File: src/rtl/gpio_bus_master_if.sv
// Command/response handshake plus GPIO register bus, bundled for the bus master.
// master: the initiator side; slave: the CPU/sequencer and gpio_ip side.
interface gpio_bus_master_if #(
  parameter int DATA_W = 32
) ();
  logic              cmd_valid;
  logic              cmd_ready;
  logic              cmd_write;
  logic [1:0]        cmd_offset;
  logic [DATA_W-1:0] cmd_wdata;
  logic              rsp_valid;
  logic              rsp_ready;
  logic [DATA_W-1:0] rsp_rdata;
  logic              rsp_err;
  logic              sel;
  logic              write_en;
  logic              read_en;
  logic [1:0]        offset;
  logic [DATA_W-1:0] wdata;
  logic [DATA_W-1:0] rdata;

  modport master (
    input  cmd_valid, cmd_write, cmd_offset, cmd_wdata, rsp_ready, rdata,
    output cmd_ready, rsp_valid, rsp_rdata, rsp_err, sel, write_en, read_en, offset, wdata
  );
  modport slave (
    output cmd_valid, cmd_write, cmd_offset, cmd_wdata, rsp_ready, rdata,
    input  cmd_ready, rsp_valid, rsp_rdata, rsp_err, sel, write_en, read_en, offset, wdata
  );
endinterface

File: src/rtl/gpio_bus_master.sv
// Single-outstanding GPIO bus initiator: turns one accepted command into a timed
// bus cycle and returns its result on a registered response port.
module gpio_bus_master #(
  parameter int DATA_W     = 32,
  parameter int RD_LATENCY = 1,
  parameter int CNT_W      = 16
) (
  input  logic              clk,
  input  logic              rst,
  gpio_bus_master_if.master bus,
  output logic              busy,
  output logic [CNT_W-1:0]  txn_count
);

  typedef enum logic [2:0] {IDLE, WR, RD, RWAIT, RESP} state_e;

  localparam logic [2:0] WAIT_INIT = 3'(RD_LATENCY - 1);

  state_e            state_q, state_d;
  logic [2:0]        wait_q, wait_d;
  logic              sel_q, sel_d;
  logic              we_q, we_d;
  logic              re_q, re_d;
  logic [1:0]        offset_q, offset_d;
  logic [DATA_W-1:0] wdata_q, wdata_d;
  logic              rsp_valid_q, rsp_valid_d;
  logic [DATA_W-1:0] rsp_rdata_q, rsp_rdata_d;
  logic              rsp_err_q, rsp_err_d;
  logic [CNT_W-1:0]  txn_q, txn_d;
  logic              cmd_ready;
  logic              illegal;

  // Offset 3 is unmapped and offset 2 (pin input) is read-only.
  assign illegal = (bus.cmd_offset == 2'd3) || (bus.cmd_write && bus.cmd_offset == 2'd2);

  always_comb begin
    state_d     = state_q;
    wait_d      = wait_q;
    sel_d       = 1'b0;
    we_d        = 1'b0;
    re_d        = 1'b0;
    offset_d    = offset_q;
    wdata_d     = wdata_q;
    rsp_valid_d = rsp_valid_q;
    rsp_rdata_d = rsp_rdata_q;
    rsp_err_d   = rsp_err_q;
    txn_d       = txn_q;
    cmd_ready   = 1'b0;
    case (state_q)
      IDLE: begin
        cmd_ready = !rst;
        if (bus.cmd_valid) begin
          if (illegal) begin
            state_d     = RESP;
            rsp_valid_d = 1'b1;
            rsp_err_d   = 1'b1;
            rsp_rdata_d = '0;
          end else if (bus.cmd_write) begin
            state_d  = WR;
            sel_d    = 1'b1;
            we_d     = 1'b1;
            offset_d = bus.cmd_offset;
            wdata_d  = bus.cmd_wdata;
          end else begin
            state_d  = RD;
            sel_d    = 1'b1;
            re_d     = 1'b1;
            offset_d = bus.cmd_offset;
          end
        end
      end
      WR: begin
        state_d     = RESP;
        rsp_valid_d = 1'b1;
        rsp_err_d   = 1'b0;
        rsp_rdata_d = '0;
        txn_d       = txn_q + 1'b1;
      end
      RD: begin
        state_d = RWAIT;
        wait_d  = WAIT_INIT;
      end
      RWAIT: begin
        // rdata is sampled on the edge that closes the last wait cycle.
        if (wait_q == 3'd0) begin
          state_d     = RESP;
          rsp_valid_d = 1'b1;
          rsp_err_d   = 1'b0;
          rsp_rdata_d = bus.rdata;
          txn_d       = txn_q + 1'b1;
        end else begin
          wait_d = wait_q - 3'd1;
        end
      end
      RESP: begin
        if (bus.rsp_ready) begin
          state_d     = IDLE;
          rsp_valid_d = 1'b0;
        end
      end
      default: state_d = IDLE;
    endcase
  end

  always_ff @(posedge clk) begin
    if (rst) begin
      state_q     <= IDLE;
      wait_q      <= '0;
      sel_q       <= 1'b0;
      we_q        <= 1'b0;
      re_q        <= 1'b0;
      offset_q    <= '0;
      wdata_q     <= '0;
      rsp_valid_q <= 1'b0;
      rsp_rdata_q <= '0;
      rsp_err_q   <= 1'b0;
      txn_q       <= '0;
    end else begin
      state_q     <= state_d;
      wait_q      <= wait_d;
      sel_q       <= sel_d;
      we_q        <= we_d;
      re_q        <= re_d;
      offset_q    <= offset_d;
      wdata_q     <= wdata_d;
      rsp_valid_q <= rsp_valid_d;
      rsp_rdata_q <= rsp_rdata_d;
      rsp_err_q   <= rsp_err_d;
      txn_q       <= txn_d;
    end
  end

  assign bus.cmd_ready = cmd_ready;
  assign bus.sel       = sel_q;
  assign bus.write_en  = we_q;
  assign bus.read_en   = re_q;
  assign bus.offset    = offset_q;
  assign bus.wdata     = wdata_q;
  assign bus.rsp_valid = rsp_valid_q;
  assign bus.rsp_rdata = rsp_rdata_q;
  assign bus.rsp_err   = rsp_err_q;
  assign busy          = (state_q != IDLE);
  assign txn_count     = txn_q;

endmodule
File: src/flat_wrapper.sv
// flat-port wrapper written by rule: the top's interface ports become plain ports
module gpio_bus_master_flat 
#(
  parameter int DATA_W     = 32,
  parameter int RD_LATENCY = 1,
  parameter int CNT_W      = 16
)
  (clk, rst, busy, txn_count, bus_cmd_valid, bus_cmd_write, bus_cmd_offset, bus_cmd_wdata, bus_rsp_ready, bus_rdata, bus_cmd_ready, bus_rsp_valid, bus_rsp_rdata, bus_rsp_err, bus_sel, bus_write_en, bus_read_en, bus_offset, bus_wdata);
  gpio_bus_master_if #(.DATA_W(DATA_W)) bus_i ();
  input  logic clk;
  input  logic rst;
  output logic busy;
  output logic [CNT_W-1:0] txn_count;
  input wire logic [$bits(bus_i.cmd_valid)-1:0] bus_cmd_valid;
  input wire logic [$bits(bus_i.cmd_write)-1:0] bus_cmd_write;
  input wire logic [$bits(bus_i.cmd_offset)-1:0] bus_cmd_offset;
  input wire logic [$bits(bus_i.cmd_wdata)-1:0] bus_cmd_wdata;
  input wire logic [$bits(bus_i.rsp_ready)-1:0] bus_rsp_ready;
  input wire logic [$bits(bus_i.rdata)-1:0] bus_rdata;
  output wire logic [$bits(bus_i.cmd_ready)-1:0] bus_cmd_ready;
  output wire logic [$bits(bus_i.rsp_valid)-1:0] bus_rsp_valid;
  output wire logic [$bits(bus_i.rsp_rdata)-1:0] bus_rsp_rdata;
  output wire logic [$bits(bus_i.rsp_err)-1:0] bus_rsp_err;
  output wire logic [$bits(bus_i.sel)-1:0] bus_sel;
  output wire logic [$bits(bus_i.write_en)-1:0] bus_write_en;
  output wire logic [$bits(bus_i.read_en)-1:0] bus_read_en;
  output wire logic [$bits(bus_i.offset)-1:0] bus_offset;
  output wire logic [$bits(bus_i.wdata)-1:0] bus_wdata;
  assign bus_i.cmd_valid = bus_cmd_valid;
  assign bus_i.cmd_write = bus_cmd_write;
  assign bus_i.cmd_offset = bus_cmd_offset;
  assign bus_i.cmd_wdata = bus_cmd_wdata;
  assign bus_i.rsp_ready = bus_rsp_ready;
  assign bus_i.rdata = bus_rdata;
  assign bus_cmd_ready = bus_i.cmd_ready;
  assign bus_rsp_valid = bus_i.rsp_valid;
  assign bus_rsp_rdata = bus_i.rsp_rdata;
  assign bus_rsp_err = bus_i.rsp_err;
  assign bus_sel = bus_i.sel;
  assign bus_write_en = bus_i.write_en;
  assign bus_read_en = bus_i.read_en;
  assign bus_offset = bus_i.offset;
  assign bus_wdata = bus_i.wdata;
  gpio_bus_master #(.DATA_W(DATA_W), .RD_LATENCY(RD_LATENCY), .CNT_W(CNT_W)) u_core (.clk(clk), .rst(rst), .bus(bus_i), .busy(busy), .txn_count(txn_count));
endmodule
File: config.mk
export PLATFORM = sky130hd
export DESIGN_NAME = gpio_bus_master_flat
export DESIGN_NICKNAME = d
export VERILOG_FILES = /design/src/rtl/gpio_bus_master_if.sv /design/src/rtl/gpio_bus_master.sv /design/src/flat_wrapper.sv
export SDC_FILE = /design/constraint.sdc
export NUM_CORES = 1
export LEC_CHECK = 0
export ABC_AREA = 1
export BUFFER_PORTS_ARGS = -buffer_cell sky130_fd_sc_hd__buf_2
export CAP_MARGIN = 20
export CORE_UTILIZATION = 51
export CTS_BUF_LIST = sky130_fd_sc_hd__clkbuf_8
export DETAILED_ROUTE_END_ITERATION = 10
export PLACE_DENSITY = 0.84
export SYNTH_ARGS = -nofsm -noshare
export SYNTH_HDL_FRONTEND = slang
export SYNTH_SLANG_ARGS = --single-unit
File: constraint.sdc
create_clock -name clk -period 2 [get_ports clk]
set_input_delay 0.1 -clock clk [delete_from_list [all_inputs] [get_ports clk]]
set_output_delay 0.1 -clock clk [all_outputs]
set_load 0.05 [all_outputs]
; Word-level counts from Yosys, hierarchy flattened
; Cells that the tools add are included.
[classes]
add_sub_neg = 2
n_bitwise = 3
eq_ne = 11
mux = 25
reduce_logical = 19
[op_table]
columns = op, n
row1 = 32-bit two-way mux, 3
row2 = 32-bit case mux with 3 select lines, 1
row3 = 16-bit case mux with 2 select lines, 1
row4 = 16-bit by 1-bit adder with 16-bit output (second input constant), 1
row5 = 16-bit two-way mux, 1
row6 = 3-bit two-way mux, 5
row7 = 3-bit case mux with 5 select lines, 1
row8 = 1-bit two-way mux, 9
row9 = 4-bit AND reduction, 2
row10 = 3-bit by 2-bit == test with 1-bit output (second input constant), 2
row11 = 3-bit logical NOT, 2
row12 = 2-bit inequality test (second input constant), 3
row13 = 3-bit case mux with 2 select lines, 1
row14 = 3-bit AND reduction, 2
row15 = 3-bit nonzero test, 2
row16 = 5-bit AND reduction, 1
row17 = 2-bit == test (second input constant), 2
row18 = 2-bit by 1-bit inequality test with 1-bit output (second input constant), 2
row19 = 1-bit case mux with 4 select lines, 1
row20 = 2-bit AND reduction, 2
row21 = 2-bit nonzero test, 2
row22 = 4-bit nonzero test, 1
row23 = 4-bit OR reduction, 1
row24 = 3-bit by 1-bit == test with 1-bit output (second input constant), 1
row25 = 9 further kinds, 11
[totals]
output_inout_bits = 89
elab_cells = 71
register_bits = 93

; Longest topological paths before layout
[depth]
ltp_word = 6
mapped_depth = 11
depth_no_buf = 10

; Worst setup path after synthesis
; Ideal clock, no wire load.
[synth_timing]
path_type = register -> register
start = reg u_core.txn_q[0], in the netlist u_core.txn_count[0]
end = reg u_core.txn_q[12], in the netlist u_core.txn_count[12]
setup_time_ns = 0.110
t_arrival_ns = 1.580
synth_period_minus_slack_ns = 1.690
path_buffers = 0
stages_incl_launch_ff = 9
setup_slack_ns = 0.310
path_cell_list = dfxtp_1 -> ha_1 -> nand2_1 -> nor2_1 -> nand2_1 -> nor2_1 -> nand3_1 -> nand2_1 -> nor2_1
[synth_between]
elab_chain_cells = 3
[synth_rtl]
columns = element, line
row1 = from (decl), gpio_bus_master.sv:29  ; logic [CNT_W-1:0] txn_q, txn_d;
row2 = from (signal assigned), gpio_bus_master.sv:129  ; txn_q <= txn_d;
row3 = 16-bit by 1-bit adder with 16-bit output (*), "gpio_bus_master.sv:77, gpio_bus_master.sv:90"
row4 = 16-bit two-way mux, gpio_bus_master.sv:85  ; if (wait_q == 3'd0) begin
row5 = 16-bit case mux with 2 select lines (*), gpio_bus_master.sv:49  ; case (state_q)
; Every way passes the cells marked *; elsewhere a longest branch is shown, timed or not. The select of a mux whose other input is x is not followed.
; A chain may end at the register's enable or synchronous reset.

; Worst setup path in the final report
[layout_timing]
start = reg u_core.wait_q[0]
end = reg u_core.rsp_rdata_q[28], in the netlist u_core.bus.rsp_rdata[28]
[layout_between]
elab_chain_cells = 3
[layout_rtl]
columns = element, line
row1 = from (decl), gpio_bus_master.sv:20  ; logic [2:0] wait_q, wait_d;
row2 = from (signal assigned), gpio_bus_master.sv:120  ; wait_q <= wait_d;
row3 = 3-bit logical NOT, gpio_bus_master.sv:85
row4 = 2-bit by 1-bit inequality test with 1-bit output (no source line), --
row5 = 4-bit AND reduction (no source line), --
row6 = to (signal assigned), gpio_bus_master.sv:127  ; rsp_rdata_q <= rsp_rdata_d;
row7 = to (decl), gpio_bus_master.sv:27  ; logic [DATA_W-1:0] rsp_rdata_q, rsp_rdata_d;
; Every way passes these cells.

==> flow_summary_export.csv <==
group,metric,value,unit
global_routing,gr-total-overflow,0,
pwr,pwr-share-clk,31.2,%
logic_synthesis,ys_warn_count,0,
logic_synthesis,synthCells,567,
critical_path,critPathArrivalTime,2.09,ns
logic_synthesis,synth_area_leaders,"dfxtp_1, nor2_1, nand2_1",
pwr,power.leakage,2.712,nW
pwr,finalPower,0.004325,W
clocking,root_buffer,"clkbuf_8",
pwr,power_density,792.3,nW/um2
pwr,sequentialPowerShare,46.0,%
critical_path,slowest_stage,"nand3_4",
logic_synthesis,synth_seq_cells,93,
logic_synthesis,yosysUniqueCellTypes,29,
cells_and_area,layout_commonest_cell,"buf_2",
drt,wl_per_cell,13.55,um
timing,final.min_clock_period,1.802,ns
pwr,pwr-share-comb,22.8,%
cells_and_area,final_core_util,69.92,%
global_routing,grt_pass1_wl,19000,um
timing,setup_ws,0.1980,ns
global_routing,grt_start_max_net_pins,46,
pwr,internal-power,0.002818,W
clocking,numCtsBuffers,9,
timing,rsz0062_at_grt,"false",
critical_path,crit_required,2.29,ns
global_routing,grt_usage,28.08,%
timing,fmax,554.9,MHz
timing,relSlewSlack,62.75,%
global_routing,antenna_found_initial,0,
die,die_w,92.21,um
cells_and_area,nNetsFinal,818,
die,fp.dieArea,8503,um2
die,core_area,7807,um2
logic_synthesis,yosysTopAreaCellShare,44.86,%
status,status,"complete, no violations",
drt,vias,4405,
pwr,p_sw,0.001507,W
die,initial_core_util,53.16,%
clocking,clkLatencyLatePin,0.38,ns
timing,worstMarginPinSlew,0.5579,ns
clocking,clock_sinks,93,
cells_and_area,area_delta_synth_final,31.53,%
clocking,cts.clk_slew.worst_paths,0.10,ns
drt,routed_via_density,5.176,
clocking,cts_tree,"built",
drt,routed_wl,11530,um
clocking,htreeDepth,3,
die,die_h,92.21,um
cells_and_area,layout_common_cells,"buf_2, nor2_1, dfxtp_1, nand2_1, inv_1",
timing,final.setup.tns,0,ns
global_routing,grt_pass1_vias,4133,
placement,io_buffer_count,159,
critical_path,worstPathCellList,"inv_1 > ha_1 > ha_1 > inv_1 > nand2_2 > nand3_4 > nand2_1 > a21oi_1",
critical_path,start_kind,"flop",
cells_and_area,diodes,0,
timing,skew,0.01317,ns
timing,post-route-period-util,90.10,%
drt,drc,0,
hold_path,hp-class,"in -> reg",
clocking,clock_path_buffers,2,
pwr,swShare,34.84,%
pwr,ir_worst_vdd,0.5251,mV
critical_path,worstSetupPathType,"reg -> reg",
critical_path,end_kind,"flop",
critical_path,cpPeakStageDelay,0.39,ns
logic_synthesis,syn_area,4150,um2
logic_synthesis,avgSynthCellArea,7.320,um2
drt,drtIter0Drc,181,
die,std_cell_rows,32,
timing,setup_viol,0,
logic_synthesis,syn_nets,641,
critical_path,critPathMaxFanout,34,
timing,slew_violations,0,
placement,detailed_place_hpwl,7193,um
flow_run,maxCapViolCount,0,
drt,first_pass_iters,4,
placement,place_congestion,0.8335,
cells_and_area,drive_above_1_share,29.11,%
logic_synthesis,synth_top_area_cell,"dfxtp_1",
die,io_pins,160,
timing,hold_viol,0,
drt,ant_nets,0,
logic_synthesis,seq_area_frac_synth,44.86,%
placement,dpl_worst_slack,0.2447,ns
clocking,post-cts-setup-buffers,0,
[Yosys cell counts]
master / number
nor3_1: 9
nand3b_1: 1
inv_4: 1
buf_2: 14
xnor2_1: 1
o21ai_0: 32
nand2_2: 11
nor2_2: 2
a21oi_2: 8
o21ai_4: 1
nor2_1: 137
nand3_4: 1
buf_4: 1
a21oi_1: 38
nand2_4: 2
buf_6: 11
inv_2: 6
nor2_4: 1
ha_1: 3
nand4_1: 35
nand3_1: 13
clkbuf_1: 8
dfxtp_1: 93
and3_1: 1
nor2_8: 1
o21ai_1: 12
o21ai_2: 2
inv_1: 55
nand2_1: 67
[stage by stage]
stage / std cells / hold WS [ns] / instance area [um2]
2_1_floorplan: 567 / 0.1793 / 4150
6_report: 851 / 0.03323 / 5459
3_5_place_dp: 801 / 0.3264 / 4907
3_3_place_gp: 801 / 0.3210 / 4907
4_1_cts: 851 / 0.03576 / 5459
5_1_grt: 851 / 0.03826 / 5459
[routing by layer]
metal / GRT usage, % / vias up / part of all wire (%)
met2: 47.01 / 204 / 47
met4: 13.41 / 0 / 2.8
li1: - / 2167 / -
met3: 6.716 / 31 / 7.9
met5: 0 / - / 0
met1: 33.73 / 2003 / 42
[registers in the layout, indices dropped and copies added, names as in the netlist]
register and flops:
u_core.bus.rsp_rdata 32, u_core.bus.wdata 32, u_core.txn_count 16, u_core.state_q 3, u_core.wait_q 3, u_core.bus.offset 2
u_core.bus.read_en 1, u_core.bus.rsp_err 1, u_core.bus.rsp_valid 1, u_core.bus.sel 1, u_core.bus.write_en 1
[final cells by class]
class	instances	area [um2]
fillers	633	2349
flip-flops and latches	93	1862
multi-input cells	378	1822
repair buffers	200	1201
inverters	62	235.2
well taps	102	127.6
clock buffers	9	123.9
clock inverters	7	87.58
[logic make-up (layout without fill, tap and decap cells)]
| logic type | count (synthesis) | after routing | share of synthesized area (%) |
|---|---|---|---|
| DFF | 93 | 93 | 44.86 |
| and+or+nand+nor | 281 | 281 | 30.39 |
| AOI/OAI and AO/OA | 93 | 93 | 12.39 |
| xor gates and xnor gates | 1 | 1 | 0.2111 |
| buffers and inverters | 96 | 278 | 11.25 |
| adders and majority gates | 3 | 3 | 0.9045 |
[worst max-delay path: cells and delay by family, from the launching register on]
family	cells	cell delay, ns
buf+inv	2	0.12
fa+ha+maj	2	0.39
flops	1	0.34
compound gates	1	0.20
simple gates	3	0.67
[worst paths after layout]
check	start	end	slack (ns)	cells past startpoint
worst max-delay path	u_core.wait_q[0]	u_core.bus.rsp_rdata[28]	0.20	8
worst min-delay path	bus_cmd_offset[0]	u_core.bus.offset[0]	0.03	3
worst max register to register	u_core.wait_q[0]	u_core.bus.rsp_rdata[28]	0.20	8
worst min register to register	u_core.bus.rsp_err	u_core.bus.rsp_err	0.45	2
[power groups by stage]
| stage | combinational, W | clock (W) | sequential (W) |
|---|---|---|---|
| 2_1_floorplan | 0.000469 | 0 | 0.00227 |
| 3_3_place_gp | 0.000903 | 0 | 0.00203 |
| 3_5_place_dp | 0.000922 | 0 | 0.00203 |
| 4_1_cts | 0.000974 | 0.00135 | 0.00199 |
| 5_1_grt | 0.00106 | 0.00144 | 0.00200 |
| 6_report | 0.000986 | 0.00135 | 0.00199 |
[repair_timing]
item,in CTS,in global routing
hold buffers,34,0
endpoints found under the hold margin,34,0
gates resized for setup,0,0
setup endpoints to repair,0,0
Note: power is estimated with default switching activity, not from simulation.
